### src/rtl/msrv32_load_store_unit.sv
`default_nettype none
// ============================================================================
// Module   : msrv32_load_store_unit
// Brief    : Stage-3 data-memory access unit: request/ack data-bus handshake,
//            pipeline stall, load alignment/extension, misaligned and bus-error
//            flags. Optional WAIT timeout enabled by defining LSU_TIMEOUT_EN.
// Revision : 1.0
// ============================================================================
module msrv32_load_store_unit #(
    parameter int unsigned TIMEOUT_CYCLES = 16
) (
    input  logic        clk_in,
    input  logic        reset_in,
    input  logic        mem_req_in,
    input  logic        mem_wr_in,
    input  logic [31:0] addr_in,
    input  logic [31:0] store_data_in,
    input  logic [1:0]  load_size_in,
    input  logic        load_unsigned_in,
    output logic        dbus_req_out,
    output logic        dbus_we_out,
    output logic [31:0] dbus_addr_out,
    output logic [31:0] dbus_wdata_out,
    output logic [3:0]  dbus_wstrb_out,
    input  logic        dbus_ack_in,
    input  logic        dbus_err_in,
    input  logic [31:0] dbus_rdata_in,
    output logic        stall_out,
    output logic [31:0] load_data_out,
    output logic        load_valid_out,
    output logic        misaligned_out,
    output logic        bus_error_out
);

    typedef enum logic [1:0] {
        S_IDLE = 2'd0,
        S_WAIT = 2'd1,
        S_DONE = 2'd2
    } state_t;

    state_t      r_state;
    logic        r_wr;
    logic [1:0]  r_size;
    logic        r_unsigned;
    logic [1:0]  r_lane;

    logic        w_misaligned;
    logic        w_start;
    logic        w_timeout;
    logic [3:0]  w_wstrb;
    logic [31:0] w_wdata;
    logic [7:0]  w_byte;
    logic [15:0] w_half;
    logic [31:0] w_load_data;

    always_comb begin
        w_misaligned = 1'b0;
        case (load_size_in)
            2'b00:   w_misaligned = 1'b0;
            2'b01:   w_misaligned = addr_in[0];
            default: w_misaligned = |addr_in[1:0];
        endcase
    end

    assign w_start = (r_state == S_IDLE) && mem_req_in && !w_misaligned;

    // Gated by reset so an asserted reset releases the pipeline immediately.
    assign stall_out = !reset_in && (w_start || (r_state == S_WAIT));

    always_comb begin
        w_wstrb = 4'b0000;
        w_wdata = store_data_in;
        case (load_size_in)
            2'b00: begin
                w_wstrb = 4'b0001 << addr_in[1:0];
                w_wdata = {4{store_data_in[7:0]}};
            end
            2'b01: begin
                w_wstrb = addr_in[1] ? 4'b1100 : 4'b0011;
                w_wdata = {2{store_data_in[15:0]}};
            end
            default: begin
                w_wstrb = 4'b1111;
                w_wdata = store_data_in;
            end
        endcase
        if (!mem_wr_in) begin
            w_wstrb = 4'b0000;
        end
    end

    always_comb begin
        w_byte = dbus_rdata_in[7:0];
        case (r_lane)
            2'd0:    w_byte = dbus_rdata_in[7:0];
            2'd1:    w_byte = dbus_rdata_in[15:8];
            2'd2:    w_byte = dbus_rdata_in[23:16];
            default: w_byte = dbus_rdata_in[31:24];
        endcase
        w_half = r_lane[1] ? dbus_rdata_in[31:16] : dbus_rdata_in[15:0];
        case (r_size)
            2'b00:   w_load_data = {{24{w_byte[7] & ~r_unsigned}}, w_byte};
            2'b01:   w_load_data = {{16{w_half[15] & ~r_unsigned}}, w_half};
            default: w_load_data = dbus_rdata_in;
        endcase
    end

`ifdef LSU_TIMEOUT_EN
    localparam int c_TMR_W = $clog2(TIMEOUT_CYCLES + 1);
    logic [c_TMR_W-1:0] r_timer;

    always_ff @(posedge clk_in or posedge reset_in) begin
        if (reset_in) begin
            r_timer <= '0;
        end else if (w_start) begin
            r_timer <= '0;
        end else if ((r_state == S_WAIT) && !dbus_ack_in) begin
            r_timer <= r_timer + c_TMR_W'(1);
        end
    end

    // Fires in the last allowed WAIT cycle; a same-cycle ack wins.
    assign w_timeout = (r_state == S_WAIT) && !dbus_ack_in &&
                       (r_timer == c_TMR_W'(TIMEOUT_CYCLES - 1));
`else
    assign w_timeout = 1'b0;
`endif

    always_ff @(posedge clk_in or posedge reset_in) begin
        if (reset_in) begin
            r_state        <= S_IDLE;
            r_wr           <= 1'b0;
            r_size         <= 2'b00;
            r_unsigned     <= 1'b0;
            r_lane         <= 2'b00;
            dbus_req_out   <= 1'b0;
            dbus_we_out    <= 1'b0;
            dbus_addr_out  <= 32'd0;
            dbus_wdata_out <= 32'd0;
            dbus_wstrb_out <= 4'b0000;
            load_data_out  <= 32'd0;
            load_valid_out <= 1'b0;
            misaligned_out <= 1'b0;
            bus_error_out  <= 1'b0;
        end else begin
            load_valid_out <= 1'b0;
            misaligned_out <= 1'b0;
            bus_error_out  <= 1'b0;
            case (r_state)
                S_IDLE: begin
                    if (mem_req_in && w_misaligned) begin
                        misaligned_out <= 1'b1;
                    end else if (w_start) begin
                        dbus_req_out   <= 1'b1;
                        dbus_we_out    <= mem_wr_in;
                        dbus_addr_out  <= {addr_in[31:2], 2'b00};
                        dbus_wdata_out <= w_wdata;
                        dbus_wstrb_out <= w_wstrb;
                        r_wr           <= mem_wr_in;
                        r_size         <= load_size_in;
                        r_unsigned     <= load_unsigned_in;
                        r_lane         <= addr_in[1:0];
                        r_state        <= S_WAIT;
                    end
                end
                S_WAIT: begin
                    if (dbus_ack_in) begin
                        dbus_req_out <= 1'b0;
                        r_state      <= S_DONE;
                        if (dbus_err_in) begin
                            bus_error_out <= 1'b1;
                            load_data_out <= 32'd0;
                        end else if (!r_wr) begin
                            load_data_out  <= w_load_data;
                            load_valid_out <= 1'b1;
                        end
                    end else if (w_timeout) begin
                        dbus_req_out  <= 1'b0;
                        bus_error_out <= 1'b1;
                        load_data_out <= 32'd0;
                        r_state       <= S_DONE;
                    end
                end
                S_DONE: begin
                    r_state <= S_IDLE;
                end
                default: begin
                    r_state <= S_IDLE;
                end
            endcase
        end
    end

endmodule
`default_nettype wire

### config.mk
export PLATFORM = sky130hd
export DESIGN_NAME = msrv32_load_store_unit
export DESIGN_NICKNAME = d
export VERILOG_FILES = /design/src/rtl/msrv32_load_store_unit.sv
export SDC_FILE = /design/constraint.sdc
export NUM_CORES = 1
export LEC_CHECK = 0
export BUFFER_PORTS_ARGS = -buffer_cell sky130_fd_sc_hd__buf_2
export CAP_MARGIN = 25
export CORE_ASPECT_RATIO = 0.8
export CORE_MARGIN = 5
export CORE_UTILIZATION = 48
export CTS_BUF_LIST = sky130_fd_sc_hd__clkbuf_4 sky130_fd_sc_hd__clkbuf_8 sky130_fd_sc_hd__clkbuf_16
export CTS_CLUSTER_SIZE = 16
export DETAILED_ROUTE_END_ITERATION = 8
export PLACE_DENSITY = 0.8
export REMOVE_ABC_BUFFERS = 1
export SETUP_SLACK_MARGIN = 0.5
export SLEW_MARGIN = 25
export SYNTH_ARGS = -nofsm -noshare
export SYNTH_HDL_FRONTEND = slang
export SYNTH_SLANG_ARGS = --single-unit
### constraint.sdc
create_clock -name clk_in -period 4.7 [get_ports clk_in]
set_input_delay 0.94 -clock clk_in [delete_from_list [all_inputs] [get_ports clk_in]]
set_output_delay 0.94 -clock clk_in [all_outputs]
set_load 0.02 [all_outputs]
# Word-level counts from Yosys, hierarchy flattened

Cells that the tools add are included.

Reduce and logical (&&, ||, !) cells: 17
Shift-type cells: 1
Equal/unequal tests: 9
Bitwise logic cells: 4
Mux-type cells: 27

Operators with widths:

| operator              | count |
|---|---|
| $pmux W32 S2          | 2 |
| $mux W32              | 2 |
| $pmux W8 S3           | 1 |
| $mux W16              | 1 |
| $mux W1               | 12 |
| $reduce_and A3 Y1     | 3 |
| $eq A2 B1 Y1 const B  | 4 |
| $logic_not A2 Y1      | 4 |
| $mux W4               | 2 |
| $ne A2 B2 Y1 const B  | 4 |
| $pmux W4 S2           | 1 |
| $mux W2               | 3 |
| $logic_and A1 B1 Y1   | 4 |
| $pmux W1 S2           | 2 |
| $pmux W2 S2           | 1 |
| $reduce_and A4 Y1     | 1 |
| $shl A1 B2 Y4 const A | 1 |
| $and A1 B1 Y1         | 2 |
| $eq A2 B2 Y1 const B  | 1 |
| $logic_not A1 Y1      | 2 |
| $not A1 Y1            | 2 |
| $reduce_bool A2 Y1    | 1 |
| $reduce_or A2 Y1      | 1 |
| $logic_or A1 B1 Y1    | 1 |

Output and inout port bits: 106
Word-level logic and storage cells: 71
Register bits: 110
Bits of input ports: 105

# Depth between registers and ports, before layout

Word-level depth: 7
Gate-level depth with buffers: 8
Mapped depth without buffers: 5

# Worst setup path after synthesis

OpenSTA, ideal clock, no wires.

Path kind: input -> output
Start: input load_size_in[1]
End: output stall_out
Cell stages on the path: 7
Data required time: 3.760 ns
Buffers on the path: 4
Arrival time: 2.433 ns
Slack: 1.327 ns
Cell sequence: clkbuf_1 -> or2_1 -> clkbuf_1 -> a221o_1 -> buf_4 -> clkbuf_1 -> a21oi_1

Longest elaborated chain between the ends: 6
Elaborated cells on any way between the ends: 7
Classes of those cells: 1 x eq/ne; 1 x mux; 5 x reduce/logical

Ends and longest elaborated chain:

| element                                          | line | text |
|---|---|---|
| start, declared                                  | 18   | `input logic [1:0] load_size_in,` |
| $eq A2 B1 Y1 or $logic_not A2 Y1 (tied branches) | 58   | `case (load_size_in)` |
| $pmux W1 S2 (*)                                  | 58   |  |
| $logic_not A1 Y1 (*)                             | 65   | `assign w_start = (r_state == S_IDLE) && mem_req_in && !w_misaligned;` |
| $logic_and A1 B1 Y1 (*)                          | 65   |  |
| $logic_or A1 B1 Y1 (*)                           | 68   | `assign stall_out = !reset_in && (w_start \|\| (r_state == S_WAIT));` |
| $logic_and A1 B1 Y1 (*)                          | 68   |  |
| end, declared                                    | 28   | `output logic stall_out,` |

Mark *: on every way between the ends. The rest lies on a longest branch, timed or not.

# Worst setup path in the final report

Start: input load_size_in[0]
End: output stall_out

Same word-level chain as after synthesis.

==> metrics <==
Die H=102 um; worst-case clock buffer depth=2; PortBufs=208; pwr/cell area=564 nW/um2; max cap viols=0; gr ovfl total=0; WL/cell=17.8 um; # diodes=0; WL met2=6.55 mm; EDFF count, synth=0; initial antenna violation count=1; WHS Path Cells=2; CTS tree=built; hold_sp=dbus_wdata_out[21]; RSZ-0062 raised after global routing=no; fin crit period=3310 ps; post-CTS resize count=0; largest net degree at the start of global routing=75; Rows=33; synthesized netlist cell count=441; Initial Util=49.4%; f_max=302 MHz; Final Max Slew Viols=0; Netlist Area Pre-Place=5100 um2; Post-DP HPWL=10.2 mm; synth top area cells=dfrtp_1 54%, mux2_4 9.1%, mux2i_1 6.3%, o21ai_0 4.7%, nand2_1 4.0%; gpl congestion=0.871; Post-CTS Setup Bufs=0; Hold EP=dbus_wdata_out[21]; Synth top area share=54.0%; worst-skew pair later-pin latency=340 ps; post-layout util=63.2%; Cells after DPL=761; FILL cells=836; Antenna Nets Post-Route=0; CTS H-tree depth=3; Synth-to-Final Area Change=28.1%; die width=125 um; Mean Syn Cell Area=11.6 um2; ys async rst share=100%; Final Setup Violations=0; most frequent cells in the layout=208 x buf_2, 110 x dfrtp_1, 54 x nand2_1, 48 x o21ai_0, 32 x mux2i_1; met3 WL=1.25 mm; Setup crit end kind=output pin; CTS Sinks=110; # IOs=211; gr usage total=21.7%; vias per cell=5.48; Fin. Hold Viols=0; Core ar.=10,300 um2; top sig layer=met5; worst r2r src=r_size[1]; first-pass GRT wire length=22.4 mm; worst-margin pin slew=973 ps; run status=finished clean; Post-Layout Cell Count=777; nets=737; vias in the first global route=4,390; DRT iter0 DRCs=234; worst-path maximum fanout=29; sequential fraction of the synthesis area=54.0%; flop2flop setup slack=2340 ps; M1 WL=5.86 mm; fraction of layout cells with a size suffix above 1=44.1%; Worst Reg2Reg Path Length in Cells=3; Final period util=70.3%; WS Path Type=primary input to output pin; Detailed Routing Iterations Pass 1=4; Die ar.=12,800 um2; # DRC=0; area leader, netlist=dfrtp_1; hold_buf cts=0; drt total wl=13.9 mm; Worst-path clk slew=70 ps; multi-input logic area=2160 um2; most common cell after layout, fill and taps aside=buf_2; via count=4,259; Setup WS pre-CTS=1390 ps; top_reg_cell synth=dfrtp_1; clock skew=9.07 ps; YS warnings=0; Hold/Removal Path Class=flip-flop to flip-flop; Crit path required time=3760 ps; Critical Path Source Type=primary input; Distinct cells, synth=37; Crit Reg-Reg Endpoint=load_data_out[31]; maximum VDD drop=351 uV; synthesis-stage register bit count=110; Worst Path Arrival=2370 ps; CTS Buf Count=9; Reg area=2750 um2; Slew HR=35.0%; cell leakage power=0.00342 uW; setup slack after layout=1390 ps; root buffer cell=clkbuf_16
==> worst max-delay path, stage by stage <==
cell and delay, ps:
buf_2 210, or2_1 350, a221o_4 520, a21oi_1 170, buf_2 180
==> synth_stat cells, types with 5 or more instances <==
cell type  number
nor3_1          7
dfrtp_1       110
clkbuf_1       21
inv_1           8
a311oi_1        6
nand2_1        54
mux2_2         14
mux2i_1        32
buf_2           5
nor2b_1        10
nor2_1         15
mux2_4         31
a21oi_1        17
a221o_1        17
o21ai_0        48
or3_1           7
o31ai_1         7
==> flip-flops by register name, indices dropped and copies added, names as in the netlist <==
signal / count
r_wr: 1
r_size: 2
r_state: 2
r_unsigned: 1
load_valid_out: 1
r_lane: 2
misaligned_out: 1
bus_error_out: 1
dbus_wstrb_out: 4
dbus_addr_out: 30
load_data_out: 32
dbus_req_out: 1
dbus_wdata_out: 32
==> per-layer routing <==
layer / up-vias / GRT usage [%]
met3: 24 / 8.05
met4: 2 / 5.75
met2: 188 / 35.7
li1: 1956 / -
met1: 2089 / 27.7
met5: - / 0
==> layout make-up <==
type | count | share of cell area [%]
multi-input cells | 289 | 33.1
flip-flops and latches | 110 | 42.2
clock inverters | 6 | 1.32
repair buffers | 214 | 16.6
clock buffers | 10 | 3.56
inverters | 8 | 0.498
well taps | 140 | 2.68
==> how the worst max path moves through the flow <==
stage	end	slack, ps	depth (start not counted)	from
3_5_place_dp	stall_out	1390	5	load_size_in[0]
4_1_cts	stall_out	1370	5	load_size_in[0]
2_1_floorplan	stall_out	-250	3	load_size_in[0]
6_report	stall_out	1390	5	load_size_in[0]
3_3_place_gp	stall_out	1430	5	load_size_in[0]
5_1_grt	stall_out	1310	5	load_size_in[0]
==> where the power goes <==
| part | internal (uW) | leakage, uW | switching [uW] |
|---|---|---|---|
| clock | 473 | 0.000156 | 342 |
| sequential | 1250 | 0.00137 | 224 |
| combinational | 575 | 0.00190 | 813 |
| total | 2300 | 0.00342 | 1380 |
==> stage by stage <==
step | power, uW | hold slack (ps) | setup TNS (ps) | instance area, um2
6_report | 3680 | 474 | 0 | 6530
3_3_place_gp | 2840 | 457 | 0 | 6210
3_5_place_dp | 2890 | 466 | 0 | 6210
5_1_grt | 3900 | 501 | 0 | 6530
4_1_cts | 3710 | 481 | 0 | 6530
2_1_floorplan | 2350 | 466 | -254 | 4930
==> cell families (layout without fill, tap and decap cells) <==
kind of cell           after synthesis  after routing  synth area share [%]
other                                1              2                0.0736
DFF                                110            110                  54.0
buffers and inverters               43            238                  3.95
muxes                               78             78                  19.0
and+or+nand+nor                    102            102                  9.48
AOI/OAI and AO/OA                  107            107                  13.5
Note: power is estimated with default switching activity, not from simulation.
